==> config.mk <==
export PLATFORM = sky130hd
export DESIGN_NAME = uart_tx_sequencer
export DESIGN_NICKNAME = d
export VERILOG_FILES = /design/src/rtl/uart_tx_sequencer.sv
export SDC_FILE = /design/constraint.sdc
export NUM_CORES = 1
export LEC_CHECK = 0
export BUFFER_PORTS_ARGS = -buffer_cell sky130_fd_sc_hd__buf_4
export CAP_MARGIN = 40
export CORE_MARGIN = 2
export CORE_UTILIZATION = 63
export CTS_BUF_LIST = sky130_fd_sc_hd__clkbuf_8
export DETAILED_ROUTE_END_ITERATION = 10
export GPL_ROUTABILITY_DRIVEN = 0
export HOLD_SLACK_MARGIN = 0.1
export MAX_ROUTING_LAYER = met4
export PLACE_DENSITY = 0.9
export SYNTH_ARGS = -nofsm -noshare
export SYNTH_HDL_FRONTEND = slang
export SYNTH_SLANG_ARGS = --single-unit
==> constraint.sdc <==
create_clock -name i_clk -period 5.6 [get_ports i_clk]
set_input_delay 1.12 -clock i_clk [delete_from_list [all_inputs] [get_ports i_clk]]
set_output_delay 1.12 -clock i_clk [all_outputs]
set_load 0.01 [all_outputs]
==> src/rtl/uart_tx_sequencer.sv <==
// UART transmit sequencer: pulls bytes from the TX FIFO and serialises them as
// start / data (LSB first) / optional parity / stop, with per-frame baud and parity.
module uart_tx_sequencer #(
  parameter int DATA_W = 8
) (
  input  logic              i_clk,
  input  logic              i_rst,
  input  logic              i_enable,
  input  logic [7:0]        i_baud,
  input  logic              i_parity_en,
  input  logic              i_parity_odd,
  input  logic              i_fifo_empty,
  input  logic [DATA_W-1:0] i_fifo_data,
  output logic              o_fifo_pop,
  output logic              o_tx,
  output logic              o_busy,
  output logic              o_done
);

  localparam int IDX_W = (DATA_W > 1) ? $clog2(DATA_W) : 1;

  typedef enum logic [2:0] {
    S_IDLE,
    S_START,
    S_DATA,
    S_PARITY,
    S_STOP
  } state_t;

  state_t            r_state;
  state_t            w_next_state;
  logic [7:0]        r_timer;
  logic [7:0]        w_next_timer;
  logic [IDX_W-1:0]  r_bit_idx;
  logic [IDX_W-1:0]  w_next_bit_idx;
  logic [DATA_W-1:0] r_shift;
  logic [DATA_W-1:0] w_next_shift;

  // Frame configuration, captured once per frame so register writes cannot tear a frame
  logic [7:0]        r_baud;
  logic              r_par_en;
  logic              r_par_bit;

  logic              r_tx;
  logic              r_busy;
  logic              r_done;

  logic              w_bit_end;
  logic              w_start_frame;
  logic              w_next_tx;

  assign w_bit_end = (r_timer == 8'd0);

  // A new frame may begin from IDLE or on the final STOP cycle (back-to-back)
  always_comb begin
    w_start_frame = 1'b0;
    case (r_state)
      S_IDLE:  w_start_frame = i_enable && !i_fifo_empty;
      S_STOP:  w_start_frame = w_bit_end && i_enable && !i_fifo_empty;
      default: w_start_frame = 1'b0;
    endcase
  end

  assign o_fifo_pop = w_start_frame && !i_rst;

  always_comb begin
    w_next_state   = r_state;
    w_next_timer   = w_bit_end ? r_baud : (r_timer - 8'd1);
    w_next_bit_idx = r_bit_idx;
    w_next_shift   = r_shift;

    case (r_state)
      S_IDLE: begin
        w_next_timer = 8'd0;
      end
      S_START: begin
        if (w_bit_end) begin
          w_next_state   = S_DATA;
          w_next_bit_idx = '0;
        end
      end
      S_DATA: begin
        if (w_bit_end) begin
          w_next_shift = r_shift >> 1;
          if (r_bit_idx == IDX_W'(DATA_W - 1)) begin
            w_next_state = r_par_en ? S_PARITY : S_STOP;
          end else begin
            w_next_bit_idx = r_bit_idx + IDX_W'(1);
          end
        end
      end
      S_PARITY: begin
        if (w_bit_end) begin
          w_next_state = S_STOP;
        end
      end
      S_STOP: begin
        if (w_bit_end) begin
          w_next_state = S_IDLE;
          w_next_timer = 8'd0;
        end
      end
      default: begin
        w_next_state = S_IDLE;
        w_next_timer = 8'd0;
      end
    endcase

    if (w_start_frame) begin
      w_next_state   = S_START;
      w_next_timer   = i_baud;
      w_next_bit_idx = '0;
      w_next_shift   = i_fifo_data;
    end
  end

  // TX is decoded from the next state so the line itself comes straight off a flop
  always_comb begin
    w_next_tx = 1'b1;
    case (w_next_state)
      S_IDLE:   w_next_tx = 1'b1;
      S_START:  w_next_tx = 1'b0;
      S_DATA:   w_next_tx = w_next_shift[0];
      S_PARITY: w_next_tx = r_par_bit;
      S_STOP:   w_next_tx = 1'b1;
      default:  w_next_tx = 1'b1;
    endcase
  end

  always_ff @(posedge i_clk or posedge i_rst) begin
    if (i_rst) begin
      r_state   <= S_IDLE;
      r_timer   <= '0;
      r_bit_idx <= '0;
      r_shift   <= '0;
      r_baud    <= '0;
      r_par_en  <= 1'b0;
      r_par_bit <= 1'b0;
      r_tx      <= 1'b1;
      r_busy    <= 1'b0;
      r_done    <= 1'b0;
    end else begin
      r_state   <= w_next_state;
      r_timer   <= w_next_timer;
      r_bit_idx <= w_next_bit_idx;
      r_shift   <= w_next_shift;
      r_tx      <= w_next_tx;
      r_busy    <= (w_next_state != S_IDLE);
      r_done    <= (r_state == S_STOP) && w_bit_end;
      if (w_start_frame) begin
        r_baud    <= i_baud;
        r_par_en  <= i_parity_en;
        r_par_bit <= (^i_fifo_data) ^ i_parity_odd;
      end
    end
  end

  assign o_tx   = r_tx;
  assign o_busy = r_busy;
  assign o_done = r_done;

endmodule

==> summary.md <==
| Metric | Value |
|---|---|
| Status | `complete, no violations` |
| Cell area after synthesis | `1820 um2` |
| Register-to-Register Path Depth | `7` |
| Share of the synthesized area in the top cell type | `46.8%` |
| CTS Buf Count | `5` |
| Row cnt | `19` |
| Final setup fails | `0` |
| Detailed-route DRC error count | `0` |
| Syn Area/Cell | `9.57 um2` |
| DRT iter0 DRCs | `54` |
| Most frequent cell after synthesis | `nand2_1` |
| Ys flop type | `dfrtp_1` |
| Max-slew violations | `0` |
| Hold Crit Endpoint | `r_shift[4]` |
| Routed vias/inst | `between 6 and 7` |
| Fin. Hold Viols | `0` |
| Pwr per Cell Area | `215 nW/um2` |
| CP Launch Type | `flip-flop` |
| Area after DPL | `2020 um2` |
| Hold path start | `r_shift[4]` |
| Post-synthesis async set-or-reset flop share | `100%` |
| Syn Inst Count | `190` |
| Die height | `~58 um` |
| DR pass1 iterations | `4` |
| Port buffer count | `25` |
| First-pass GRT wire length | `6.33 mm` |
| Grt total ovfl | `0` |
| ANT nets after route | `0` |
| Worst setup EP type | `primary output` |
| Hold Path Depth | `1` |
| Diode count | `0` |
| Setup slack, reg-to-reg | `2620 ps` |
| Worst-path clk slew | `70 ps` |
| Clock Latency Late Sink | `around 280 ps` |
| Yosys warns | `0` |
| CTS tree | `done` |
| Routed WL | `roughly 3.8 mm` |
| Design area | `2100 um2` |
| Fin util | `76.2%` |
| Post-route setup TNS | `0 ps` |
| Crit path DAT | `about 2600 ps` |
| Fillers | `around 180` |
| Clock sink count | `35` |
| Vias in the first global route | `1466` |
| Share of cells above drive strength 1 | `18.9%` |
| CTS Hold Bufs | `0` |
| Worst rel slew slack | `40.1%` |
| Area delta synth->final | `15.6%` |
| Nets | `241` |
| I/O pins | `26` |
| Maximum VDD drop | `0.000210 V` |
| Clock share of power | `between 30% and 40%` |
| Cts repair resizes | `0` |
| Max_cap viols | `0` |
| Wire per inst | `around 16 um` |
| Overall power | `452 uW` |
| Area leader, netlist | `dfrtp_1` |
| Die width | `slightly below 60 um` |
| Register area share after synthesis | `48.2%` |
| Largest net degree at the start of global routing | `36` |
| Worst slew pin tran | `898 ps` |
| Crit share post-route | `65.5%` |
| Initial core utilization | `65.9%` |
| Peak Freq | `0.273 GHz` |
| Total setup buffers inserted after CTS | `0` |
| Number of synthesized register bits | `35` |
| H-tree Lvls | `2` |
| Sequential share of power | `55.9%` |
| RR Startpoint | `r_timer[0]` |
| RSZ-0062 raised after global routing | `false` |
| Post-Syn Nets | `215` |
| Root buf cell | `clkbuf_8` |
| Worst Path Max Fanout | `14` |
| Critical setup path kind | `flip-flop to primary output` |
| Psw | `98.9 uW` |
| Post-DP HPWL | `2.67 mm` |
| Initial antenna violation count | `0` |
| Post-synth EDFFs | `0` |
| Worst R2R End | `r_shift[5]` |
| Internal | `between 300 and 400 uW` |
| DIE AREA | `between 3000 and 4000 um2` |
| Largest cells by area after synthesis | `dfrtp_1, nand2_1, xnor2_1` |
| Commonest cells post-synth | `nand2_1, dfrtp_1, nor2_1, xnor2_1` |
| GRT Overall Usage | `25.9%` |
| Clock Tree Buf Depth | `2` |
| Lkg Pwr | `around 0.0010 uW` |
| Combinational power share | `6.7%` |
| Vias | `1512` |
| Clk_skew | `around 3.1 ps` |
| Switching share of power | `21.9%` |
| Worst EP required | `~4500 ps` |
| Yosys cell types | `40` |
| Core ar. | `2760 um2` |
| HP Class | `flip-flop to flip-flop` |
| Min Tclk post-route | `~3700 ps` |
[layout by cell type, fill, tap and decap left out, drive strengths merged, types with 3 or more instances in the layout]
| cell | instances |
|---|---|
| xnor2 | 10 |
| ha | 3 |
| buf | 26 |
| nand3 | 3 |
| nand2 | 39 |
| o21ai | 11 |
| a22o | 8 |
| nor2 | 13 |
| clkbuf | 5 |
| mux2i | 6 |
| o211ai | 7 |
| nor3 | 5 |
| dfrtp | 34 |
| and2 | 3 |
| inv | 7 |
| a21o | 8 |
| a21oi | 9 |
[power by group through the flow]
stage	logic (uW)	registers, uW	clock network, uW
after global routing	33.0	253	184
after detailed placement	30.0	258	0
after floorplan	14.8	258	0
final	30.1	253	169
after CTS	30.7	253	172
after global placement	29.6	258	0
[per-layer routing]
layer | track usage, % | up-vias | routed length, um
met1 | 31.9 | 732 | 1710
met4 | 14.3 | 0 | 82
li1 | - | 711 | -
met5 | - | - | 0
met3 | 4.69 | 11 | 212
met2 | 40.6 | 58 | 1840
[how the worst max path moves through the flow]
stage / slack (ps) / cells past startpoint / endpoint / start
2_1_floorplan: 2440 / 5 / o_fifo_pop / i_enable
3_3_place_gp: 2300 / 6 / o_fifo_pop / i_fifo_empty
3_5_place_dp: 2260 / 6 / o_fifo_pop / i_fifo_empty
4_1_cts: 1960 / 7 / o_fifo_pop / r_timer[0]
5_1_grt: 1800 / 7 / o_fifo_pop / r_timer[0]
6_report: 1930 / 7 / o_fifo_pop / r_timer[0]
[layout make-up]
class                      instances  area (um2)  share of cell area (%)
multi-input combinational        143         890                    42.3
sequential                        35         877                    41.8
timing repair buffer              26         195                    9.29
clock buffer                       5        68.8                    3.28
tap                               31        38.8                    1.85
inverter                           5        18.8                   0.893
clock inverter                     3        12.5                   0.596
[state kept, by name, indices dropped and copies added, names as in the netlist]
register	cells
r_timer	8
o_tx	1
o_busy	1
r_state	3
o_done	1
r_bit_idx	3
r_par_bit	1
r_shift	8
r_par_en	1
r_baud	8
[kinds of logic (layout without fill, tap and decap cells)]
family / Yosys count / after routing / synth area share (%)
xor gates and xnor gates: 12 / 12 / 5.78
AOI/OAI and AO/OA: 47 / 47 / 17.6
adders and majority gates: 3 / 3 / 2.06
muxes: 6 / 6 / 3.30
buffers and inverters: 12 / 39 / 2.82
and+or+nand+nor: 75 / 75 / 20.2
DFF: 35 / 35 / 48.2
[metrics by stage]
step / worst slack [ps] / cells / hold slack (ps)
2_1_floorplan: 2440 / 190 / 441
3_3_place_gp: 2300 / 240 / 459
3_5_place_dp: 2260 / 240 / 469
4_1_cts: 1960 / 248 / 486
5_1_grt: 1800 / 248 / 493
6_report: 1930 / 248 / 482
[critical path: stages, from the launching register on]
cell and delay, ps:
dfrtp_1 430, inv_1 80, ha_1 300, nor3b_1 350
nand2_1 360, a21o_1 460, nor2_1 150, buf_4 130
(Power assumes the default switching activity.)
